<file path="src/rtl/riscv_pkg.sv">
// Shared RISC-V core definitions: ALUOp encodings and the ID/EX control bundle.
package riscv_pkg;

  localparam logic [1:0] ALUOP_MEM    = 2'b00;
  localparam logic [1:0] ALUOP_BRANCH = 2'b01;
  localparam logic [1:0] ALUOP_RTYPE  = 2'b10;
  localparam logic [1:0] ALUOP_ITYPE  = 2'b11;

  typedef struct packed {
    logic [1:0] alu_op;
    logic [2:0] funct3;
    logic [6:0] funct7;
    logic       alu_src;
    logic       mem_read;
    logic       mem_write;
    logic       reg_write;
    logic       mem_to_reg;
    logic       branch;
  } ex_ctrl_t;

  // rs2 is a real source for R-type, branches and stores; I-type/load reuse
  // the rs2 bit field as immediate, so it must not trigger a hazard.
  function automatic logic rs2_used(input logic [1:0] alu_op, input logic mem_write);
    return (alu_op == ALUOP_RTYPE) || (alu_op == ALUOP_BRANCH) || mem_write;
  endfunction

endpackage

</file>
<file path="src/rtl/id_ex_stage_load_use_detect.sv">
// Combinational load-use hazard detector: a load in EX whose destination is
// read by the instruction sitting in ID.
module load_use_detect
  import riscv_pkg::*;
(
  input  logic       id_valid,
  input  logic [4:0] id_rs1,
  input  logic [4:0] id_rs2,
  input  logic [1:0] id_ALUOp,
  input  logic       id_MemWrite,
  input  logic       ex_valid,
  input  logic       ex_MemRead,
  input  logic [4:0] ex_rd,
  output logic       load_use
);

  logic rs1_hit, rs2_hit;

  // rs1 is read by every ALUOp class; rs2 only where it is a real source
  always_comb begin
    rs1_hit  = (ex_rd == id_rs1);
    rs2_hit  = (ex_rd == id_rs2) && rs2_used(id_ALUOp, id_MemWrite);
    load_use = id_valid && ex_valid && ex_MemRead && (ex_rd != 5'd0) &&
               (rs1_hit || rs2_hit);
  end

endmodule

</file>
<file path="src/rtl/id_ex_stage.sv">
// ID/EX pipeline register with load-use bubble insertion, branch flush and
// downstream stall hold. Optional bubble counter under ID_EX_PERF_EN.
module id_ex_stage
  import riscv_pkg::*;
#(
  parameter int DATA_W = 32,
  parameter int PC_W   = 32
) (
  input  logic              clk,
  input  logic              reset,
  input  logic              id_valid,
  input  logic [1:0]        id_ALUOp,
  input  logic [2:0]        id_Funct3,
  input  logic [6:0]        id_Funct7,
  input  logic [4:0]        id_rs1,
  input  logic [4:0]        id_rs2,
  input  logic [4:0]        id_rd,
  input  logic [DATA_W-1:0] id_rd1,
  input  logic [DATA_W-1:0] id_rd2,
  input  logic [DATA_W-1:0] id_imm,
  input  logic [PC_W-1:0]   id_pc,
  input  logic              id_ALUSrc,
  input  logic              id_MemRead,
  input  logic              id_MemWrite,
  input  logic              id_RegWrite,
  input  logic              id_MemtoReg,
  input  logic              id_Branch,
  input  logic              flush,
  input  logic              ex_stall,
  output logic              ex_valid,
  output logic [1:0]        ex_ALUOp,
  output logic [2:0]        ex_Funct3,
  output logic [6:0]        ex_Funct7,
  output logic [4:0]        ex_rs1,
  output logic [4:0]        ex_rs2,
  output logic [4:0]        ex_rd,
  output logic [DATA_W-1:0] ex_rd1,
  output logic [DATA_W-1:0] ex_rd2,
  output logic [DATA_W-1:0] ex_imm,
  output logic [PC_W-1:0]   ex_pc,
  output logic              ex_ALUSrc,
  output logic              ex_MemRead,
  output logic              ex_MemWrite,
  output logic              ex_RegWrite,
  output logic              ex_MemtoReg,
  output logic              ex_Branch,
`ifdef ID_EX_PERF_EN
  output logic [31:0]       bubble_count,
`endif
  output logic              id_stall
);

  ex_ctrl_t          ctrl_q, ctrl_d;
  logic              vld_q, vld_d;
  logic [4:0]        rs1_q, rs1_d, rs2_q, rs2_d, rd_q, rd_d;
  logic [DATA_W-1:0] rd1_q, rd1_d, rd2_q, rd2_d, imm_q, imm_d;
  logic [PC_W-1:0]   pc_q, pc_d;
  logic              load_use;
  logic              bubble;

  load_use_detect u_lud (
    .id_valid    (id_valid),
    .id_rs1      (id_rs1),
    .id_rs2      (id_rs2),
    .id_ALUOp    (id_ALUOp),
    .id_MemWrite (id_MemWrite),
    .ex_valid    (vld_q),
    .ex_MemRead  (ctrl_q.mem_read),
    .ex_rd       (rd_q),
    .load_use    (load_use)
  );

  // Freeze front end on hazard or downstream stall; a flush overrides both
  // because the ID instruction is being killed anyway.
  assign id_stall = !flush && (load_use || ex_stall);

  // Next-state: flush > stall hold > load-use bubble > capture
  always_comb begin
    vld_d  = vld_q;
    ctrl_d = ctrl_q;
    rs1_d  = rs1_q;
    rs2_d  = rs2_q;
    rd_d   = rd_q;
    rd1_d  = rd1_q;
    rd2_d  = rd2_q;
    imm_d  = imm_q;
    pc_d   = pc_q;
    bubble = flush || (!ex_stall && load_use);
    if (bubble) begin
      // All-zero slot: ALUOp 00 makes the ALU do a harmless add
      vld_d  = 1'b0;
      ctrl_d = '0;
      rs1_d  = '0;
      rs2_d  = '0;
      rd_d   = '0;
      rd1_d  = '0;
      rd2_d  = '0;
      imm_d  = '0;
      pc_d   = '0;
    end else if (!ex_stall) begin
      vld_d  = id_valid;
      ctrl_d = '{alu_op: id_ALUOp, funct3: id_Funct3, funct7: id_Funct7,
                 alu_src: id_ALUSrc, mem_read: id_MemRead, mem_write: id_MemWrite,
                 reg_write: id_RegWrite, mem_to_reg: id_MemtoReg, branch: id_Branch};
      rs1_d  = id_rs1;
      rs2_d  = id_rs2;
      rd_d   = id_rd;
      rd1_d  = id_rd1;
      rd2_d  = id_rd2;
      imm_d  = id_imm;
      pc_d   = id_pc;
      if (!id_valid) begin
        // Invalid slots never carry side-effecting controls downstream
        ctrl_d.alu_src    = 1'b0;
        ctrl_d.mem_read   = 1'b0;
        ctrl_d.mem_write  = 1'b0;
        ctrl_d.reg_write  = 1'b0;
        ctrl_d.mem_to_reg = 1'b0;
        ctrl_d.branch     = 1'b0;
      end
    end
  end

  // Pipeline register with synchronous reset
  always_ff @(posedge clk) begin
    if (reset) begin
      vld_q  <= 1'b0;
      ctrl_q <= '0;
      rs1_q  <= '0;
      rs2_q  <= '0;
      rd_q   <= '0;
      rd1_q  <= '0;
      rd2_q  <= '0;
      imm_q  <= '0;
      pc_q   <= '0;
    end else begin
      vld_q  <= vld_d;
      ctrl_q <= ctrl_d;
      rs1_q  <= rs1_d;
      rs2_q  <= rs2_d;
      rd_q   <= rd_d;
      rd1_q  <= rd1_d;
      rd2_q  <= rd2_d;
      imm_q  <= imm_d;
      pc_q   <= pc_d;
    end
  end

`ifdef ID_EX_PERF_EN
  logic [31:0] bcnt_q;

  // Saturating count of inserted bubbles (flush or load-use)
  always_ff @(posedge clk) begin
    if (reset)                        bcnt_q <= '0;
    else if (bubble && ~&bcnt_q)      bcnt_q <= bcnt_q + 32'd1;
  end

  assign bubble_count = bcnt_q;
`endif

  assign ex_valid    = vld_q;
  assign ex_ALUOp    = ctrl_q.alu_op;
  assign ex_Funct3   = ctrl_q.funct3;
  assign ex_Funct7   = ctrl_q.funct7;
  assign ex_ALUSrc   = ctrl_q.alu_src;
  assign ex_MemRead  = ctrl_q.mem_read;
  assign ex_MemWrite = ctrl_q.mem_write;
  assign ex_RegWrite = ctrl_q.reg_write;
  assign ex_MemtoReg = ctrl_q.mem_to_reg;
  assign ex_Branch   = ctrl_q.branch;
  assign ex_rs1      = rs1_q;
  assign ex_rs2      = rs2_q;
  assign ex_rd       = rd_q;
  assign ex_rd1      = rd1_q;
  assign ex_rd2      = rd2_q;
  assign ex_imm      = imm_q;
  assign ex_pc       = pc_q;

endmodule

</file>
<file path="config.mk">
export PLATFORM = sky130hd
export DESIGN_NAME = id_ex_stage
export DESIGN_NICKNAME = d
export VERILOG_FILES = /design/src/rtl/riscv_pkg.sv /design/src/rtl/id_ex_stage_load_use_detect.sv /design/src/rtl/id_ex_stage.sv
export SDC_FILE = /design/constraint.sdc
export NUM_CORES = 1
export LEC_CHECK = 0
export ABC_AREA = 0
export ABC_CLOCK_PERIOD_IN_PS = 2700
export BUFFER_PORTS_ARGS = -buffer_cell sky130_fd_sc_hd__buf_2
export CAP_MARGIN = 30
export CORE_MARGIN = 3
export CORE_UTILIZATION = 35
export DETAILED_ROUTE_END_ITERATION = 10
export PLACE_DENSITY = 0.67
export SYNTH_ARGS = -nofsm -noshare
export SYNTH_HDL_FRONTEND = slang
export SYNTH_SLANG_ARGS = --single-unit
</file>
<file path="constraint.sdc">
create_clock -name clk -period 2.7 [get_ports clk]
set_input_delay 0.135 -clock clk [delete_from_list [all_inputs] [get_ports clk]]
set_output_delay 0.135 -clock clk [all_outputs]
set_load 0.01 [all_outputs]
</file>
=== Yosys cells after proc, flatten, opt, wreduce, memory -nomap -nowiden ===
Index checks and enable logic that the tools add are counted.

* Register bits: 162
* Input port bits: 166
* Word-level logic and storage cells: 38

* Equal/unequal tests: 4
* Muxes and demuxes: 1
* Reductions and logical operators: 16

{| class="wikitable"
|+ Operator list
! operator !! number
|-
| 5-bit == test || 2
|-
| 1-bit logical AND || 7
|-
| 6-bit two-way mux || 1
|-
| 1-bit logical OR || 5
|-
| 5-bit nonzero test || 1
|-
| 2-bit by 1-bit == test with 1-bit output, second input constant || 1
|-
| 2-bit == test, second input constant || 1
|-
| 1-bit logical NOT || 2
|-
| 2-bit OR reduction || 1
|}

=== Longest topological paths before layout ===
Gate-level depths: netlist of run 1.

* Depth in word-level cells: 9
* Mapped depth: 7

=== By module ===
Synthesis of run 1 repeated with hierarchy kept, for this count alone.

* Cell total of the unflattened synthesis: 569
* Area, all modules: 6636.4 um^2

{| class="wikitable"
|+ Modules (own cells, without submodules)
! module !! times used !! cells an instance !! area each (um^2) !! sequential area each (um^2)
|-
| id_ex_stage || 1 || 551 || 6493.7 || 3243.1
|-
| load_use_detect || 1 || 18 || 142.6 || 0.0
|}

=== Worst setup path before layout of run 1 ===
No wires, ideal clock.

* Path kind: flip-flop to output port
* Start: register rd_q[4], in the netlist ex_rd[4]
* End: output id_stall
* Arrival: 1.568 ns
* Data required time: 2.565 ns
* Slack: 0.997 ns
* Cell stages (with the launch flop): 8
* Buffers on the path: 2
* Cell sequence: dfxtp_1 > xnor2_1 > nand3_1 > nor3_1 > o21ai_2 > buf_4 > buf_6 > a21oi_1

* Cells in the longest elaborated chain, start to end: 6

{| class="wikitable"
|+ RTL lines
! item !! RTL line !! text
|-
| start, declared || id_ex_stage.sv:55 || <nowiki>logic [4:0] rs1_q, rs1_d, rs2_q, rs2_d, rd_q, rd_d;</nowiki>
|-
| start signal, assigned || id_ex_stage.sv:141 || <nowiki>rd_q <= rd_d;</nowiki>
|-
| 5-bit == test || id_ex_stage_load_use_detect.sv:22 || <nowiki>rs2_hit = (ex_rd == id_rs2) && rs2_used(id_ALUOp, id_MemWrite);</nowiki>
|-
| 1-bit logical AND || id_ex_stage_load_use_detect.sv:22 ||
|-
| 1-bit logical OR || id_ex_stage_load_use_detect.sv:24 || <nowiki>(rs1_hit || rs2_hit);</nowiki>
|-
| 1-bit logical AND (*) || id_ex_stage_load_use_detect.sv:23 || <nowiki>load_use = id_valid && ex_valid && ex_MemRead && (ex_rd != 5'd0) &&</nowiki>
|-
| 1-bit logical OR (*) || id_ex_stage.sv:75 || <nowiki>assign id_stall = !flush && (load_use || ex_stall);</nowiki>
|-
| 1-bit logical AND (*) || id_ex_stage.sv:75 ||
|-
| end, declared || id_ex_stage.sv:50 || <nowiki>output logic id_stall</nowiki>
|}

Every way passes the cells marked *; elsewhere a longest branch is shown, timed or not.

=== Worst setup path in the final report of run 1 ===
* Start: input id_ALUOp[1]
* End: output id_stall

* Cells in the longest elaborated chain, start to end: 8

{| class="wikitable"
|+ RTL lines
! item !! RTL line !! text
|-
| start, declared || id_ex_stage.sv:12 || <nowiki>input logic [1:0] id_ALUOp,</nowiki>
|-
| 2-bit == test or 2-bit by 1-bit == test with 1-bit output (tied branches) || riscv_pkg.sv:24 || <nowiki>return (alu_op == ALUOP_RTYPE) || (alu_op == ALUOP_BRANCH) || mem_write;</nowiki>
|-
| 1-bit logical OR (*) (2 in a row) || riscv_pkg.sv:24 ||
|-
| 1-bit logical AND (*) || id_ex_stage_load_use_detect.sv:22 ||
|-
| 1-bit logical OR (*) || id_ex_stage_load_use_detect.sv:24 ||
|-
| 1-bit logical AND (*) || id_ex_stage_load_use_detect.sv:23 ||
|-
| 1-bit logical OR (*) || id_ex_stage.sv:75 ||
|-
| 1-bit logical AND (*) || id_ex_stage.sv:75 ||
|}

Marked as above.

==> flow_metrics.tcl, run 1 <==
set metrics [dict create \
    reg2reg_depth 6 \
    yosysWarnings 0 \
    yosysTopAreaCell "dfxtp_1" \
    wl_met1_um 7290 \
    syn-num-nets 579 \
    io_buffers 328 \
    numCtsBuffers 17 \
    skew_ns 0.005747 \
    grt-ovfl-total 0 \
    synth_seq_area_share_pct 60.21 \
    dp_hpwl_um 11970 \
    cts_hold_buf 160 \
    cp-start-kind "input pin" \
    die_h_um 130.1 \
    setup_tns_ns 0 \
    post-cts-setup-buffer-count 0 \
    p_leak_nw 4.246 \
    drt_iter0_drc 363 \
    period_share_pct 82.33 \
    fp-row-count 44 \
    netlist_area_um2 5386 \
    grt_setup_unrepaired "false" \
    critical_path.max_fanout 18 \
    ys_ff_latch 162 \
    cp.required_ns 2.57 \
    vias_per_cell 5.411 \
    drt-total-wl_um 19700 \
    async_flop_share_pct 0 \
    status "finished, final reports clean" \
    synthFlopType "dfxtp_1" \
    yosys.area.top_type_share_pct 60.21 \
    dr.pass1.iters 5 \
    worstPathArrival_ns 2.09 \
    gp_congestion 0.8014 \
    initial_core_util_pct 36.37 \
    clk_pin_slew_ns 0.06 \
    final_nets 1041 \
    hold_class "in2reg" \
    path_class "in2out" \
    slew_headroom_pct 38.03 \
    cts_resized 0 \
    cts_tree "yes" \
    highest_layer "met4" \
    dieArea_um2 16910 \
    netlist_instances 413 \
    endpoint "id_stall" \
    wl_met2_um 10270 \
    htreeDepth 4 \
    worstMarginPinSlew_ns 0.9266 \
    fmax_mhz 449.9 \
    cp-end-kind "output pin" \
    vdd_drop_max_uv 368.4 \
    r2r_slack_ns 0.61 \
    final.fill_count 1123 \
    setup_violations 0 \
    total_power_w 0.005529 \
    antennaDiodeCount 0 \
    wl_met3_um 1508 \
    routedWlPerCell_um 18.39 \
    multi_input_area_um2 1851 \
    avgSynthCellArea_um2 13.04 \
    maxCapViolCount 0 \
    grt_pass1_wl_um 29240 \
    crit_start "id_ALUOp[1]" \
    yosys-top-cells-area "dfxtp_1, a32o_1, buf_6" \
    hp-start "id_rs1[3]" \
    drv_slew 0 \
    vias 5795 \
    drc 0 \
    grt_max_degree 163 \
    drive_gt1_share_pct 41.38 \
    track_usage_pct 21.77 \
    clock_path_buffers 2 \
    grt_pass1_vias 5791 \
    ys_types 21 \
    hold_violations 0 \
    fin_crit_ns 2.223 \
    area_growth_pct 72.36 \
    core_area_um2 14810 \
    cts.sinks 162 \
    worstSkewPairLatency_ns 0.41 \
    detail-route-antenna-nets 0 \
    antenna_found_initial 0 \
    regArea_um2 3243 \
    p_per_area_nw_per_um2 595.6 \
    synth-edff-count 0 \
    io_pins 329 \
    reg2reg_to "ex_imm[19]" \
    die_w_um 130.1 \
    r2r-start "ex_rd[4]" \
    cts_root_buf "clkbuf_16" \
]
==> Yosys cell counts (2+ instances only) <==
library cell,instances
nor3_1,2
a21oi_1,2
xor2_1,6
nand3_1,8
nand2_1,6
nor3_2,2
xnor2_1,5
buf_6,14
clkbuf_1,32
o21ai_1,6
dfxtp_1,162
buf_2,4
a32o_1,156
==> per-layer routing <==
layer	track usage, %	vias up
li1	-	2633
met1	23.13	2812
met2	39.17	299
met3	6.959	51
met4	9.902	0
met5	0	-
==> through the flow <==
step	setup WS, ns	hold slack (ns)	area, µm²	util [%]	cells
after floorplan	0.9975	0.2893	5386	-	413
after global placement	0.6607	0.3695	7097	47.92	880
after detailed placement	0.6558	0.3774	7097	47.92	880
after CTS	0.4349	0.004323	9284	62.69	1071
after global routing	0.2427	0.01095	9284	62.69	1071
final	0.4772	0.01062	9284	62.69	1071
==> area by class of cell <==
class / count / share of cell area, %
Multi-Input combinational cell: 198 / 19.93
Timing Repair Buffer: 495 / 36.31
Tap cell: 184 / 2.480
Clock buffer: 21 / 4.852
Sequential cell: 162 / 34.93
Inverter: 1 / 0.04043
Clock inverter: 10 / 1.456
==> placed cells by master (no fill, tap or decap), drive strengths merged <==
cell type and n:
buf 335, dfxtp 162, dlygate4sd3 160, a32o 156, clkbuf 21, nand3 8
o21ai 7, xor2 6, nand2 6, clkinv 6, xnor2 5, nor3 4
bufinv 3, a21oi 2, inv 1, o211ai 1, nor4 1, nor2 1
o21a 1, clkinvlp 1
==> power breakdown <==
part | internal, W | total, W | switching [W]
logic | 0.000369 | 0.000623 | 0.000254
clock network | 0.00147 | 0.00239 | 0.000922
registers | 0.00247 | 0.00251 | 0.0000436
==> critical path, cell delays in order <==
cell and delay (ns):
dlygate4sd3_1 0.55, buf_2 0.15, xor2_1 0.23, o211ai_1 0.13
nor4_2 0.31, o21ai_4 0.24, a21oi_1 0.20, buf_2 0.15
==> worst min path at each step <==
stage | endpoint | slack (ns) | cells past startpoint
2_1_floorplan | ex_ALUOp[0] | 0.29 | 1
3_3_place_gp | ex_pc[27] | 0.37 | 2
3_5_place_dp | ex_imm[12] | 0.38 | 2
4_1_cts | ex_rs1[3] | 0.004 | 2
5_1_grt | ex_rs1[3] | 0.01 | 2
6_report | ex_rs1[3] | 0.01 | 2
==> registers in the layout, indices dropped and copies added (netlist names), 2 cells and up <==
register / count
ex_Funct3: 3
ex_pc: 32
ex_rd2: 32
ex_rs1: 5
ex_rs2: 5
ex_rd: 5
ex_ALUOp: 2
ex_rd1: 32
ex_Funct7: 7
ex_imm: 32
==> logic make-up (layout without fill, tap and decap cells) <==
logic type	count (synthesis)	after routing	share of synthesized area, %
XOR/XNOR	11	11	1.789
flip-flops	162	162	60.21
buffers and inverters	53	527	5.807
AO/OA/AOI/OAI	167	167	30.17
AND/OR/NAND/NOR	20	20	2.021
(Power assumes the default switching activity.)
==> run 2: changes to the inputs <==
--- a/config.mk
+++ b/config.mk
@@ -5,14 +5,14 @@
 export SDC_FILE = /design/constraint.sdc
 export NUM_CORES = 1
 export LEC_CHECK = 0
-export ABC_AREA = 0
-export ABC_CLOCK_PERIOD_IN_PS = 2700
+export ABC_AREA = 1
+export ABC_CLOCK_PERIOD_IN_PS = 2200
 export BUFFER_PORTS_ARGS = -buffer_cell sky130_fd_sc_hd__buf_2
 export CAP_MARGIN = 30
 export CORE_MARGIN = 3
 export CORE_UTILIZATION = 35
 export DETAILED_ROUTE_END_ITERATION = 10
-export PLACE_DENSITY = 0.67
+export PLACE_DENSITY = 0.66
 export SYNTH_ARGS = -nofsm -noshare
 export SYNTH_HDL_FRONTEND = slang
 export SYNTH_SLANG_ARGS = --single-unit
==> constraint.sdc (replaced) <==
create_clock -name clk -period 2.2 [get_ports clk]
set_input_delay 0.11 -clock clk [delete_from_list [all_inputs] [get_ports clk]]
set_output_delay 0.11 -clock clk [all_outputs]
set_load 0.01 [all_outputs]
==> flow_metrics.tcl, run 2 <==
set metrics [dict create \
    drt_iter0_drc 152 \
    dieArea_um2 18430 \
    worstSkewPairLatency_ns 0.41 \
    drv_slew 0 \
    netlist_area_um2 5892 \
    skew_ns 0.008360 \
    grt_use_met3_pct 5.906 \
    yosysMostFrequentCell "nor2_1" \
    synth-edff-count 0 \
    grt_max_degree 58 \
    p_int_w 0.005277 \
    grt_setup_unrepaired "false" \
    cts_root_buf "clkbuf_16" \
    drc 0 \
    power.share.combinational_pct 13.5 \
    post-cts-setup-buffer-count 0 \
    synth_seq_area_share_pct 55.04 \
    final_nets 1230 \
    cp_common_cell "nand2_1" \
    yosysWarnings 0 \
    maxCapViolCount 0 \
    multi_input_area_um2 2401 \
    area_growth_pct 67.38 \
    clock_path_buffers 2 \
    p_per_area_nw_per_um2 698.5 \
    hold_violations 0 \
    yosys.area.top_type_share_pct 55.04 \
    regArea_um2 3243 \
    clock_power_share_pct 41.8 \
    hold_class "in2reg" \
    routedWlPerCell_um 15.05 \
    track_usage_pct 20.42 \
    critical_path.max_fanout 31 \
    synthFlopType "dfxtp_1" \
    vias 5753 \
    vdd_drop_max_uv 485.3 \
    vias_per_cell 4.449 \
    die_w_um 135.7 \
    io_pins 329 \
    numCtsBuffers 17 \
    io_buffers 328 \
    grt_pass1_vias 6012 \
    setup_violations 0 \
    dp_hpwl_um 12500 \
    use_met2_pct 37.20 \
    busiest_layer "met2" \
    cts_tree "yes" \
    fp-row-count 46 \
    cp.required_ns 2.50 \
    period_share_pct 82.11 \
    netlist_instances 588 \
    path_class "reg2reg" \
    power.share.sequential_pct 44.7 \
    final.fill_count 1325 \
    slew_headroom_pct 66.16 \
    layout.cells.most_common_list "buf_2, nor2_1, dfxtp_1" \
    switchingPower_w 0.001612 \
    core_area_um2 16170 \
    max_stage_delay_ns 0.43 \
    fin_crit_ns 1.807 \
    drive_gt1_share_pct 34.51 \
    ys_ff_latch 162 \
    detail-route-antenna-nets 0 \
    cp-end-kind "register" \
    worst-path-buf-inv 2 \
    p_leak_nw 5.134 \
    ys_top_cells_by_count "nor2_1, dfxtp_1, mux2i_1, nand2_1, buf_2" \
    syn-num-nets 754 \
    cp_top_family "simple AND/OR/NAND/NOR gates" \
    avgSynthCellArea_um2 10.02 \
    fmax_mhz 553.5 \
    gp_congestion 0.7401 \
    status "finished, final reports clean" \
    antenna_found_initial 2 \
    yosysTopAreaCell "dfxtp_1" \
    clk_pin_slew_ns 0.06 \
    switching_share_pct 23.40 \
    worstMarginPinSlew_ns 0.5057 \
    cts.sinks 162 \
    cp_cell_sequence "inv_2 > nand2_1 > nand2_1 > nor2_1 > nand3_1 > nand2_1 > nand3_1 > nand2_4 > buf_12 > nor2_1" \
    groute.layer.met1.usage_pct 21.55 \
    die_h_um 135.7 \
    dr.pass1.iters 4 \
    finish.utilization_pct 60.98 \
    grt_pass1_wl_um 29920 \
    cts_resized 0 \
    cp-start-kind "register" \
    cpMaxStageDelayCell "dfxtp_1" \
    cts_hold_buf 153 \
    async_flop_share_pct 0 \
    worstPathArrival_ns 2.10 \
    final_common_cell "buf_2" \
    initial_core_util_pct 36.43 \
    grt-ovfl-total 0 \
    hold_slack_ns 0.07657 \
    setup_tns_ns 0 \
    htreeDepth 4 \
    yosys-top-cells-area "dfxtp_1, mux2i_1, nor2_1" \
    drt-total-wl_um 19460 \
    ys_types 17 \
]
==> run 2: changes by cell type in the layout (fill, tap and decap cells not counted), moves of 5 or more <==
cell	change
mux2i_1	+147
nand3_1	-5
buf_4	+7
o21ai_1	-6
inv_1	+10
nand2_1	+19
dlygate4sd3_1	-7
a32o_1	-156
nor2_1	+177
a21oi_1	+9
a22oi_1	+6
==> run 2: final cells by class <==
class	count	share of cell area, %
sequential	162	32.89
multi-input combinational	376	24.35
antenna	2	0.05075
timing repair buffer	493	33.68
clock buffer	22	4.707
clock inverter	8	1.053
tap	216	2.740
inverter	14	0.5329
==> run 2: power groups by stage <==
stage          clock network, W  logic (W)  registers (W)
2_1_floorplan                 0   0.000341        0.00319
3_3_place_gp                  0   0.000699        0.00314
3_5_place_dp                  0   0.000707        0.00314
4_1_cts                 0.00295   0.000923        0.00308
5_1_grt                 0.00305    0.00102        0.00309
6_report                0.00288   0.000932        0.00308
==> run 2: tightest hold or removal path: stages <==
cell and delay [ns]:
buf_2 0.09, inv_1 0.04, nor2_1 0.08, a21oi_1 0.04, nor2_1 0.08
==> run 2: metrics by stage <==
step	instances	setup slack [ns]	total power, W	instance area, µm²
after floorplan	588	0.7666	0.003528	5892
after global placement	1108	0.3919	0.003838	7757
after detailed placement	1108	0.3536	0.003849	7757
after CTS	1291	0.3496	0.006947	9857
after global routing	1293	0.1127	0.007155	9862
final	1293	0.3935	0.006889	9862
==> run 2: path summary, 6_finish.rpt <==
path              startpoint    endpoint  slack, ns  cells past startpoint
hold / removal     id_rs2[3]   ex_rs2[3]       0.08                      5
setup reg to reg    ex_rd[0]  ex_imm[22]       0.39                     10
hold reg to reg    ex_rs2[0]   ex_rs2[0]       0.50                      2
setup / recovery    ex_rd[0]  ex_imm[22]       0.39                     10
==> run 2: logic make-up (layout without fill, tap and decap cells) <==
| kind of cell | Yosys count | in the layout | synth area share [%] |
|---|---|---|---|
| xor gates and xnor gates | 4 | 4 | 0.5947 |
| buffers and inverters | 50 | 537 | 4.290 |
| muxes | 147 | 147 | 24.97 |
| and+or+nand+nor | 208 | 208 | 13.40 |
| AOI/OAI and AO/OA | 17 | 17 | 1.699 |
| other | 0 | 2 | 0 |
| DFF | 162 | 162 | 55.04 |
==> run 2: layer usage <==
metal,up-vias,part of all wire (%)
met1,2602,38
met2,224,52
met5,-,0
met3,44,7.3
met4,0,3.3
li1,2883,-
